<file path="src/rtl/fft_seq_ctrl_pkg.sv">
// fft_ctrl_pkg: shared types and default sizing for the FFT sequencing controller.
//   fsm_state_e        - controller states
//   *_DEF localparams  - default frame length, pipeline depth and credit count
package fft_ctrl_pkg;

  localparam int BLK_PER_FRAME_DEF = 32;
  localparam int PIPE_DEPTH_DEF    = 16;
  localparam int CREDITS_DEF       = 4;

  typedef enum logic [1:0] {
    S_IDLE  = 2'd0,
    S_RUN   = 2'd1,
    S_DRAIN = 2'd2,
    S_DONE  = 2'd3
  } fsm_state_e;

endpackage

</file>
<file path="src/rtl/fft_seq_ctrl_if.sv">
// fft_seq_ctrl_if: handshake/status bundle between the FFT sequencer and its environment.
//   master : environment side (drives start, in_valid, cbfp_valid, out_taken)
//   slave  : controller side  (drives in_ready, module1_valid, blk_idx, busy, frame_done, err)
interface fft_seq_ctrl_if #(
  parameter int BLK_PER_FRAME = fft_ctrl_pkg::BLK_PER_FRAME_DEF
);
  localparam int IW = (BLK_PER_FRAME > 1) ? $clog2(BLK_PER_FRAME) : 1;

  logic          start;
  logic          in_valid;
  logic          in_ready;
  logic          module1_valid;
  logic [IW-1:0] blk_idx;
  logic          cbfp_valid;
  logic          out_taken;
  logic          busy;
  logic          frame_done;
  logic          err;

  modport master (
    output start, in_valid, cbfp_valid, out_taken,
    input  in_ready, module1_valid, blk_idx, busy, frame_done, err
  );

  modport slave (
    input  start, in_valid, cbfp_valid, out_taken,
    output in_ready, module1_valid, blk_idx, busy, frame_done, err
  );
endinterface

</file>
<file path="src/rtl/fft_seq_ctrl_updn_cnt.sv">
// updn_cnt: bounded up/down counter.
//   clk, rst : clock, synchronous active-high reset (loads RST_VAL)
//   inc, dec : count events; both together leave the count unchanged
//   cnt      : current count (0..MAX)
//   err      : combinational, high when an event would cross 0 or MAX;
//              the count holds in that cycle
module updn_cnt #(
  parameter int WIDTH   = 4,
  parameter int MAX     = 15,
  parameter int RST_VAL = 0
) (
  input  logic             clk,
  input  logic             rst,
  input  logic             inc,
  input  logic             dec,
  output logic [WIDTH-1:0] cnt,
  output logic             err
);
  logic [WIDTH-1:0] cnt_q, cnt_d;

  always_comb begin
    err   = (inc && cnt_q == WIDTH'(MAX)) || (dec && cnt_q == '0);
    cnt_d = cnt_q;
    if (!err) begin
      if (inc && !dec)      cnt_d = cnt_q + WIDTH'(1);
      else if (dec && !inc) cnt_d = cnt_q - WIDTH'(1);
    end
  end

  always_ff @(posedge clk) begin
    if (rst) cnt_q <= WIDTH'(RST_VAL);
    else     cnt_q <= cnt_d;
  end

  assign cnt = cnt_q;
endmodule

</file>
<file path="src/rtl/fft_seq_ctrl.sv">
// fft_seq_ctrl: issues BLK_PER_FRAME input blocks per frame into the FFT pipeline,
// bounded by output-buffer credits and pipeline occupancy, then waits for all
// blocks to return before pulsing frame_done.
//   clk, rst : clock, synchronous active-high reset
//   bus      : fft_seq_ctrl_if.slave (start/in_valid/cbfp_valid/out_taken in,
//              in_ready/module1_valid/blk_idx/busy/frame_done/err out)
module fft_seq_ctrl
  import fft_ctrl_pkg::*;
#(
  parameter int BLK_PER_FRAME = BLK_PER_FRAME_DEF,
  parameter int PIPE_DEPTH    = PIPE_DEPTH_DEF,
  parameter int CREDITS       = CREDITS_DEF
) (
  input logic           clk,
  input logic           rst,
  fft_seq_ctrl_if.slave bus
);
  localparam int IW = (BLK_PER_FRAME > 1) ? $clog2(BLK_PER_FRAME) : 1;
  localparam int CW = $clog2(BLK_PER_FRAME + 1);  // must hold BLK_PER_FRAME itself
  localparam int FW = $clog2(PIPE_DEPTH + 1);
  localparam int KW = $clog2(CREDITS + 1);

  fsm_state_e    state_q, state_d;
  logic [CW-1:0] iss_cnt_q, iss_cnt_d;
  logic [CW-1:0] ret_cnt_q, ret_cnt_d;
  logic          m1_vld_q, m1_vld_d;
  logic [IW-1:0] blk_idx_q, blk_idx_d;
  logic          busy_q, busy_d;
  logic          done_q, done_d;
  logic          err_q, err_d;

  logic [FW-1:0] inflight;
  logic [KW-1:0] credit;
  logic          infl_err, cred_err, accept;

  assign bus.in_ready = (state_q == S_RUN) && (credit != '0) && (inflight < FW'(PIPE_DEPTH));
  assign accept       = bus.in_valid && bus.in_ready;

  updn_cnt #(.WIDTH(FW), .MAX(PIPE_DEPTH), .RST_VAL(0)) u_inflight (
    .clk(clk), .rst(rst), .inc(accept), .dec(bus.cbfp_valid), .cnt(inflight), .err(infl_err)
  );

  // Credits survive across frames: only rst reloads them.
  updn_cnt #(.WIDTH(KW), .MAX(CREDITS), .RST_VAL(CREDITS)) u_credit (
    .clk(clk), .rst(rst), .inc(bus.out_taken), .dec(accept), .cnt(credit), .err(cred_err)
  );

  always_comb begin
    state_d   = state_q;
    iss_cnt_d = iss_cnt_q;
    ret_cnt_d = ret_cnt_q;
    m1_vld_d  = accept;
    blk_idx_d = accept ? iss_cnt_q[IW-1:0] : blk_idx_q;
    err_d     = err_q | infl_err | cred_err |
                (bus.cbfp_valid && (state_q == S_IDLE || state_q == S_DONE));

    // A spurious return (nothing in flight) is not counted toward the frame.
    if (bus.cbfp_valid && !infl_err && (state_q == S_RUN || state_q == S_DRAIN))
      ret_cnt_d = ret_cnt_q + CW'(1);

    case (state_q)
      S_IDLE: if (bus.start) begin
        state_d   = S_RUN;
        iss_cnt_d = '0;
        ret_cnt_d = '0;
      end
      S_RUN: if (accept) begin
        iss_cnt_d = iss_cnt_q + CW'(1);
        if (iss_cnt_q == CW'(BLK_PER_FRAME - 1)) state_d = S_DRAIN;
      end
      S_DRAIN: if (ret_cnt_q == CW'(BLK_PER_FRAME)) state_d = S_DONE;
      default: state_d = S_IDLE;
    endcase

    // Decoded from next state so the registered flags line up with the state.
    busy_d = (state_d == S_RUN) || (state_d == S_DRAIN);
    done_d = (state_d == S_DONE);
  end

  always_ff @(posedge clk) begin
    if (rst) begin
      state_q   <= S_IDLE;
      iss_cnt_q <= '0;
      ret_cnt_q <= '0;
      m1_vld_q  <= 1'b0;
      blk_idx_q <= '0;
      busy_q    <= 1'b0;
      done_q    <= 1'b0;
      err_q     <= 1'b0;
    end else begin
      state_q   <= state_d;
      iss_cnt_q <= iss_cnt_d;
      ret_cnt_q <= ret_cnt_d;
      m1_vld_q  <= m1_vld_d;
      blk_idx_q <= blk_idx_d;
      busy_q    <= busy_d;
      done_q    <= done_d;
      err_q     <= err_d;
    end
  end

  assign bus.module1_valid = m1_vld_q;
  assign bus.blk_idx       = blk_idx_q;
  assign bus.busy          = busy_q;
  assign bus.frame_done    = done_q;
  assign bus.err           = err_q;
endmodule

</file>
<file path="src/flat_wrapper.sv">
// flat-port wrapper written by rule: the top's interface ports become plain ports
module fft_seq_ctrl_flat import fft_ctrl_pkg::*;
#(
  parameter int BLK_PER_FRAME = BLK_PER_FRAME_DEF,
  parameter int PIPE_DEPTH    = PIPE_DEPTH_DEF,
  parameter int CREDITS       = CREDITS_DEF
)
  (clk, rst, bus_start, bus_in_valid, bus_cbfp_valid, bus_out_taken, bus_in_ready, bus_module1_valid, bus_blk_idx, bus_busy, bus_frame_done, bus_err);
  fft_seq_ctrl_if #(.BLK_PER_FRAME(BLK_PER_FRAME)) bus_i ();
  input logic clk;
  input logic rst;
  input wire logic [$bits(bus_i.start)-1:0] bus_start;
  input wire logic [$bits(bus_i.in_valid)-1:0] bus_in_valid;
  input wire logic [$bits(bus_i.cbfp_valid)-1:0] bus_cbfp_valid;
  input wire logic [$bits(bus_i.out_taken)-1:0] bus_out_taken;
  output wire logic [$bits(bus_i.in_ready)-1:0] bus_in_ready;
  output wire logic [$bits(bus_i.module1_valid)-1:0] bus_module1_valid;
  output wire logic [$bits(bus_i.blk_idx)-1:0] bus_blk_idx;
  output wire logic [$bits(bus_i.busy)-1:0] bus_busy;
  output wire logic [$bits(bus_i.frame_done)-1:0] bus_frame_done;
  output wire logic [$bits(bus_i.err)-1:0] bus_err;
  assign bus_i.start = bus_start;
  assign bus_i.in_valid = bus_in_valid;
  assign bus_i.cbfp_valid = bus_cbfp_valid;
  assign bus_i.out_taken = bus_out_taken;
  assign bus_in_ready = bus_i.in_ready;
  assign bus_module1_valid = bus_i.module1_valid;
  assign bus_blk_idx = bus_i.blk_idx;
  assign bus_busy = bus_i.busy;
  assign bus_frame_done = bus_i.frame_done;
  assign bus_err = bus_i.err;
  fft_seq_ctrl #(.BLK_PER_FRAME(BLK_PER_FRAME), .PIPE_DEPTH(PIPE_DEPTH), .CREDITS(CREDITS)) u_core (.clk(clk), .rst(rst), .bus(bus_i));
endmodule
</file>
<file path="config.mk">
export PLATFORM = sky130hd
export DESIGN_NAME = fft_seq_ctrl_flat
export DESIGN_NICKNAME = d
export VERILOG_FILES = /design/src/rtl/fft_seq_ctrl_pkg.sv /design/src/rtl/fft_seq_ctrl_if.sv /design/src/rtl/fft_seq_ctrl_updn_cnt.sv /design/src/rtl/fft_seq_ctrl.sv /design/src/flat_wrapper.sv
export SDC_FILE = /design/constraint.sdc
export NUM_CORES = 1
export LEC_CHECK = 0
export CAP_MARGIN = 30
export CORE_UTILIZATION = 49
export DETAILED_ROUTE_END_ITERATION = 10
export PLACE_DENSITY = 0.7
export SLEW_MARGIN = 20
export SYNTH_ARGS = -nofsm -noshare
export SYNTH_HDL_FRONTEND = slang
export SYNTH_HIERARCHICAL = 1
export SYNTH_SLANG_ARGS = --single-unit
</file>
<file path="constraint.sdc">
create_clock -name clk -period 3.5 [get_ports clk]
set_clock_uncertainty 0.15 [all_clocks]
set_input_delay 0.35 -clock clk [delete_from_list [all_inputs] [get_ports clk]]
set_output_delay 0.35 -clock clk [all_outputs]
set_load 0.02 [all_outputs]
</file>
### After elaboration in Yosys (flattened, before gate mapping)

Index checks and enable logic that the tools add are counted.

| word-level totals | value |
|---|---|
| bits in registers | 31 |
| latch bits | 0 |
| memory bits (writable) | 0 |
| bits in read-only memories | 0 |
| bits of input ports | 6 |
| output and inout bits | 10 |
| logic and storage cells | 82 |
| memories | 0 |

| operators by class | value |
|---|---|
| $add $sub $neg | 6 |
| multiply operators | 0 |
| div/mod/pow operators | 0 |
| magnitude comparators | 1 |
| equal/unequal tests | 12 |
| shift operators | 0 |
| mux-type cells | 15 |
| bitwise operators | 5 |
| reduce and logical (&&, ||, !) cells | 33 |

Operator list:

| cell | number |
|---|---|
| 6-bit two-way mux | 5 |
| 1-bit logical AND | 14 |
| 6-bit by 1-bit adder with 6-bit output, second input constant | 2 |
| 6-bit case mux with 2 select lines | 1 |
| 5-bit two-way mux | 2 |
| 2-bit equality test, second input constant | 4 |
| 2-bit two-way mux | 4 |
| 6-bit by 5-bit equality test with 1-bit output, second input constant | 1 |
| 6-bit equality test, second input constant | 1 |
| 3-bit two-way mux | 2 |
| 2-bit case mux with 3 select lines | 1 |
| 2-bit nonzero test | 3 |
| 5-bit by 1-bit adder with 5-bit output, second input constant | 1 |
| 5-bit equality test, second input constant | 1 |
| 5-bit logical NOT | 1 |
| 1-bit logical OR | 5 |
| 5-bit less-than comparator, second input constant | 1 |
| 5-bit by 1-bit subtractor with 5-bit output, second input constant | 1 |
| 2-bit by 1-bit equality test with 1-bit output, second input constant | 2 |
| 1-bit logical NOT | 4 |
| 2-bit AND reduction | 2 |
| 3-bit by 1-bit adder with 3-bit output, second input constant | 1 |
| 3-bit equality test, second input constant | 1 |
| 3-bit logical NOT | 1 |
| 8 further kinds | 11 |

### Depth between registers and ports, before layout

Gate-level depths: netlist (run 1).

| depth | value |
|---|---|
| word-level depth | 12 |
| mapped depth | 14 |
| depth with buffers taken out | 12 |

### Hierarchy

The synthesis (run 1) kept the hierarchy.

Modules (own cells, without submodules):

| module | times used | cells an instance | area an instance (µm²) | sequential area each (µm²) |
|---|---|---|---|---|
| fft_seq_ctrl | 1 | 139 | 1,194.9 | 460.4 |
| updn_cnt (u_core.u_inflight) | 1 | 41 | 389.1 | 100.1 |
| updn_cnt (u_core.u_credit) | 1 | 22 | 195.2 | 60.1 |

### Worst setup path before layout (run 1)

No wires, ideal clock.

| timing | value |
|---|---|
| kind | register to register |
| start | reg u_core.state_q[1] |
| end | reg u_core.u_inflight.cnt_q[4] (netlist: u_core/u_inflight/cnt[4]) |
| setup time | 0.093 ns |
| data arrival time | 2.585 ns |
| required time | 3.257 ns |
| path slack | 0.671 ns |
| cell stages (with the launch flop) | 15 |
| path buffers | 2 |
| clock period less this slack | 2.829 ns |
| cells stage by stage | dfxtp_1 -> inv_1 -> ha_1 -> buf_6 -> nand3b_4 -> nand2b_4 -> buf_6 -> inv_1 -> ha_1 -> inv_1 -> ha_1 -> a21oi_1 -> a2111oi_0 -> o21ai_2 -> o311ai_2 |

| on the way | value |
|---|---|
| longest elaborated chain between the ends | 8 |
| elaborated cells between the ends (all ways) | 13 |
| those cells by class | 1 x eq/ne; 1 x mux; 1 x bitwise; 10 x reduce/logical |

RTL lines:

| element | line | source |
|---|---|---|
| start, declared | fft_seq_ctrl.sv:23 | `fsm_state_e state_q, state_d;` |
| start signal, assigned | fft_seq_ctrl.sv:91 | `state_q <= state_d;` |
| 2-bit by 1-bit equality test with 1-bit output * | fft_seq_ctrl.sv:36 | `assign bus.in_ready = (state_q == S_RUN) && (credit != '0) && (inflight < FW'(PIPE_DEPTH));` |
| 1-bit logical AND * (2 in series) | fft_seq_ctrl.sv:36 |  |
| 1-bit logical AND * | fft_seq_ctrl.sv:37 | `assign accept = bus.in_valid && bus.in_ready;` |
| named net u_core.accept | fft_seq_ctrl.sv:34 | `logic infl_err, cred_err, accept;` |
| 1-bit logical NOT / 1-bit logical AND (equally long branches) | fft_seq_ctrl_updn_cnt.sv:26, fft_seq_ctrl_updn_cnt.sv:22 |  |
| 1-bit logical AND / 1-bit logical OR (equally long branches) | fft_seq_ctrl_updn_cnt.sv:26, fft_seq_ctrl_updn_cnt.sv:22 |  |
| 2-bit nonzero test (no line) / 1-bit inverter (equally long branches) | - |  |
| 2-bit AND reduction (no line) | - |  |
| end signal, assigned | fft_seq_ctrl_updn_cnt.sv:31 | `if (rst) cnt_q <= WIDTH'(RST_VAL);` |
| end signal, assigned | fft_seq_ctrl_updn_cnt.sv:32 | `else cnt_q <= cnt_d;` |
| end, declared | fft_seq_ctrl_updn_cnt.sv:19 | `logic [WIDTH-1:0] cnt_q, cnt_d;` |

Mark *: on every way through the listed nets, which the timed path passes. The rest lies on a longest branch.
A chain may end at the register's enable or synchronous reset.

### Final worst setup path (run 1)

Ends and elaborated chain as after synthesis.

==> results of run 1 <==
-- sequential cells by signal, indices dropped and copies added, names as in the netlist --
| name | cells |
|---|---|
| u_core/u_credit/cnt | 3 |
| u_core/bus.frame_done | 1 |
| u_core/bus.module1_valid | 1 |
| u_core/bus.busy | 1 |
| u_core/bus.blk_idx | 5 |
| u_core/bus.err | 1 |
| u_core/u_inflight/cnt | 5 |
| u_core/iss_cnt_q | 6 |
| u_core/ret_cnt_q | 6 |
| u_core/state_q | 2 |
-- worst max-delay path, stage by stage, from the launching register on --
cell and delay (ns):
dfxtp_1 0.36, inv_1 0.09, ha_1 0.40, nand3b_4 0.13, nand2b_4 0.20, inv_1 0.22
ha_1 0.26, inv_1 0.14, ha_1 0.36, a21oi_1 0.13, a2111oi_1 0.48, o21ai_2 0.12
o311ai_2 0.09
-- timing repair --
action | in CTS | in global routing
hold buffers | 0 | 0
gates resized for setup | 0 | 1
endpoints found under the setup margin | 0 | 1
-- through the flow --
| step | hold slack, ns | cells |
|---|---|---|
| global placement | 0.297 | 260 |
| floorplan | 0.269 | 202 |
| global route | 0.343 | 268 |
| CTS | 0.315 | 268 |
| finish | 0.311 | 268 |
| detailed placement | 0.299 | 260 |
-- power groups by stage --
stage               Combinational [W]  Clock, W  Sequential [W]
finish                       0.000357  0.000238        0.000437
global route                 0.000402  0.000264        0.000443
CTS                          0.000355  0.000246        0.000437
detailed placement           0.000350         0        0.000444
global placement             0.000333         0        0.000441
floorplan                    0.000274         0        0.000439
-- worst paths after layout --
kind	end	slack, ns	cells after the start
max reg2reg	u_core/u_inflight/cnt[4]	0.30	12
min reg2reg	u_core/bus.blk_idx[1]	0.31	2
min	u_core/bus.blk_idx[1]	0.31	2
max	u_core/u_inflight/cnt[4]	0.30	12
-- logic make-up after synthesis --
group | Yosys count | synth area share (%)
simple gates | 78 | 23.9
compound gates | 42 | 16.8
flops | 31 | 34.9
buf+inv | 22 | 5.49
fa+ha+maj | 16 | 12.1
xor+xnor | 8 | 3.94
mux | 5 | 2.88
-- synthesized netlist by cell type (2+ instances only) --
cell and number:
dfxtp_1 31, o311ai_0 3, nand2_1 24, mux2i_1 4
o211ai_1 2, a31oi_1 3, or3_1 4, nor3_1 7
nand2b_1 5, fa_1 2, a2111oi_0 2, nand3b_1 2
nand3_1 6, nand4_1 2, a21oi_1 16, nor2_1 10
buf_6 2, xnor2_1 5, o41ai_1 2, nor2b_1 7
inv_1 17, or4_1 2, clkbuf_1 2, xor2_1 3
ha_1 14, o21ai_0 3
-- area by class of cell --
type | count | share of cell area (%)
Inverter | 17 | 3.13
Timing Repair Buffer | 17 | 8.10
Clock buffer | 8 | 3.38
Tap cell | 46 | 2.82
Multi-Input combinational cell | 149 | 52.1
Sequential cell | 31 | 30.4
-- layer usage --
metal	part of all wire (%)	vias up
li1	-	754
met4	2.5	0
met2	48	49
met5	0	-
met1	45	688
met3	4.4	8
==> run metrics, run 1 <==
sequential cell area 621 um^2; fin crit share 91.4%; DR WL/cell 13.5 um; final net count 243; Crit Reg-Reg Startpoint u_core/state_q[1]; Detailed Routing Iterations Pass 1 4; via count 1,499; first-pass GRT wire length 6260 um; CTS HTree Levels 2; Synth area leader dfxtp_1; unrepaired setup endpoints after global routing no; met1 GRT Util 24.6%; CP required 3.59 ns; I/O pins 16; net count after synthesis 224; top cell type's share of synthesized area 34.9%; Critical Path End Type register; Final min period 3.20 ns; maximum root-to-sink buffer count 2; dpl hpwl 2710 um; Seq pwr share 42.3%; TritonCTS clock tree yes; Comb power frac 34.6%; startpoint types register; Design Power 0.00103 W; P_int 0.000675 W; final core occ 59.7%; clk root buf clkbuf_4; critical path type register to register; status finished clean; relative slew slack 71.1%; pin count of the biggest net entering global routing 19; average vias per placed instance 5.59; PortBufs 15; Max Fclk 313 MHz; max_cap viols 0; post-synthesis cell area 1780 um^2; leak pwr 0.765 nW; Power Dens Cells 506 nW/um^2; TNS Setup 0 ns; Inserted Diodes 0; CORE AREA 3420 um^2; Clk Latency, worst-skew pair 0.32 ns; die area 3880 um^2; Clock Sinks 31; Hold WC Path Type register to register; Clk pin slew, worst setup/hold paths 0.10 ns; GRT busiest layer met2; total wire length 3610 um; Post-Place Setup Slack 0.229 ns; Yosys reg bits 31; Critical path origin u_core/state_q[1]; row cnt 21; GP Congestion 0.832; final setup margin 0.302 ns; CTS buffer count 5; initial antenna violation count 0; share of cells above drive strength 1 8.11%; Area Overhead vs Synth 14.6%; crit path max fanout 10; Warnings, synthesis 6; chip height 62.3 um; commonest non-fill, non-tap cell in the layout dfxtp_1; met3 Use GR 4.60%; Slew @ Worst Pin 0.430 ns; Clock power frac 23.1%; # DRC 0; syn avg cell area 8.81 um^2; design area 2040 um^2; met2 Use GR 33.9%; 1st-iter DRT viols 106; share of flip-flops with an asynchronous set or reset 0%; worst vdd ir 0.000360 V; number of global-route vias before repair 1,466; overall die width 62.3 um; sw frac 34.6%; largest cells by area after synthesis dfxtp_1, ha_1, nand2_1; Synth cell types 48; Synth Flop Type dfxtp_1; Initial Utilization 52.1%; Post-synth EDFFs 0; Setup Buffers After CTS 0; Psw 0.000357 W; Final Slew Violations 0; Syn Inst Count 202; number of setup violations in the final report 0; Multi-input gate area 1060 um^2; Hold Fails Final Rpt 0; CP arrival 3.29 ns; GRT Total Usage 20.4%; antenna-violating nets left 0; GRT overflow 0; register area share after synthesis 34.9%; commonest non-fill, non-tap cells in the layout dfxtp_1, nand2_1, inv_1, a21oi_1, clkdlybuf4s50_1; post-place instance area 1970 um^2; min-delay src u_core/bus.blk_idx[1]; FILL cells 310
No activity file was read; power rests on OpenSTA's default activity.
==> run 2, diff against run 1 <==
- clock period: 3.5 -> 3.6 ns (I/O delays scaled with it)
==> run metrics, run 2 (same netlist as run 1, synthesis figures left out) <==
status finished clean; FILL cells 302; CTS buffer count 5; unrepaired setup endpoints after global routing no; PortBufs 15; antenna-violating nets left 0; GP Congestion 0.840; leak pwr 0.745 nW; Power Dens Cells 469 nW/um^2; commonest non-fill, non-tap cell in the layout dfxtp_1; GRT Total Usage 20.6%; Hold Fails Final Rpt 0; Inserted Diodes 0; GRT overflow 0; commonest non-fill, non-tap cells in the layout dfxtp_1, nand2_1, inv_1, a21oi_1, clkdlybuf4s50_1; Worst Hold End u_core/bus.blk_idx[2]; TritonCTS clock tree yes; final core occ 58.6%; Critical Path End Type register; Clock Sinks 31; Area Overhead vs Synth 12.5%; hold path depth 2; crit path max fanout 10; Worst R2R Setup Slack 0.36 ns; post_cts resized 0; average vias per placed instance 5.58; CTS HTree Levels 2; Final Slew Violations 0; first-pass GRT wire length 6370 um; number of global-route vias before repair 1,507; number of setup violations in the final report 0; Top Registers u_core/iss_cnt_q: 6 flops, u_core/ret_cnt_q: 6 flops; hold_buf cts 0; Hold WC Path Type register to register; relative slew slack 57.6%; initial antenna violation count 0; startpoint types register; Clk pin slew, worst setup/hold paths 0.09 ns; CORE AREA 3420 um^2; critical path type register to register; RR Endpoint u_core/u_inflight/cnt[4]; Final min period 3.24 ns; overall die width 62.3 um; chip height 62.3 um; worst vdd ir 0.000362 V; 1st-iter DRT viols 86; TNS Setup 0 ns; Crit Reg-Reg Startpoint u_core/state_q[1]; Max stage delay on crit path 0.52 ns; Post-Place Setup Slack 0.283 ns; Worst Reg2Reg Path Length in Cells 12; share of cells above drive strength 1 6.85%; Slew @ Worst Pin 0.634 ns; row cnt 21; Initial Utilization 52.1%; Clk Latency, worst-skew pair 0.32 ns; final setup margin 0.361 ns; pin count of the biggest net entering global routing 19; # DRC 0; dpl hpwl 2730 um; CP arrival 3.32 ns; max_cap viols 0; clk root buf clkbuf_4; maximum root-to-sink buffer count 2; final net count 242; Max Fclk 309 MHz; total wire length 3500 um; Setup Buffers After CTS 0; min-delay src u_core/bus.blk_idx[2]; I/O pins 16; fin crit share 90.0%; die area 3880 um^2; via count 1,480; slowest CP cell a2111oi_0; CP required 3.68 ns; Detailed Routing Iterations Pass 1 4; DR WL/cell 13.2 um; CP Cell Sequence inv_1, ha_1, nand3b_4, nand2b_4, inv_1, ha_1, inv_1, ha_1, a21oi_1, a2111oi_0, o21ai_2, o311ai_2
==> run 2: changes by cell type in the layout (fill, tap and decap cells not counted), sizes merged <==
cell,delta
buf,-1
clkbuf,-2
==> run 2: cell type report <==
class                   count  area, um^2  area share, %
flip-flops and latches     31         621           31.0
repair buffers             16         158           7.87
well taps                  46        57.6           2.88
inverters                  17        63.8           3.19
clock buffers               6        41.3           2.06
multi-input cells         149        1060           53.0
==> run 2: power by group <==
| group | switching (W) | internal [W] |
|---|---|---|
| clock network | 0.000105 | 0.0000693 |
| registers | 0.0000447 | 0.000379 |
| logic | 0.000181 | 0.000160 |
==> run 2: worst max-delay path, delay by kind of cell, from the launching register on <==
family,cells,cell delay (ns)
fa+ha+maj,3,1.01
buf+inv,3,0.45
flops,1,0.35
compound gates,4,0.86
simple gates,2,0.32
==> run 2: metrics by stage <==
step                total power (W)  cells  hold WS, ns  cell area [um^2]
floorplan                  0.000693    202        0.279              1780
global placement           0.000752    259        0.297              1960
detailed placement         0.000772    259        0.302              1960
CTS                        0.000950    265        0.312              2000
global route                0.00101    265        0.330              2000
finish                     0.000940    265        0.313              2000
==> run 2: how the worst max path moves through the flow <==
| stage | slack [ns] | endpoint | from | cells past startpoint |
|---|---|---|---|---|
| after floorplan | 0.77 | u_core/u_inflight/cnt[4] | u_core/state_q[1] | 14 |
| after global placement | 0.48 | u_core/u_inflight/cnt[4] | bus_in_valid | 11 |
| after detailed placement | 0.28 | u_core/u_inflight/cnt[4] | bus_in_valid | 11 |
| after CTS | 0.35 | u_core/u_inflight/cnt[4] | u_core/state_q[1] | 12 |
| after global routing | 0.08 | u_core/u_inflight/cnt[4] | u_core/state_q[1] | 12 |
| final | 0.36 | u_core/u_inflight/cnt[4] | u_core/state_q[1] | 12 |
==> run 2: metal layers <==
layer	GRT usage, %	vias up	part of all wire, %
li1	-	748	-
met1	24.7	685	44
met2	34.5	37	49
met3	5.51	10	4.4
met4	9.30	0	2.3
met5	0	-	0
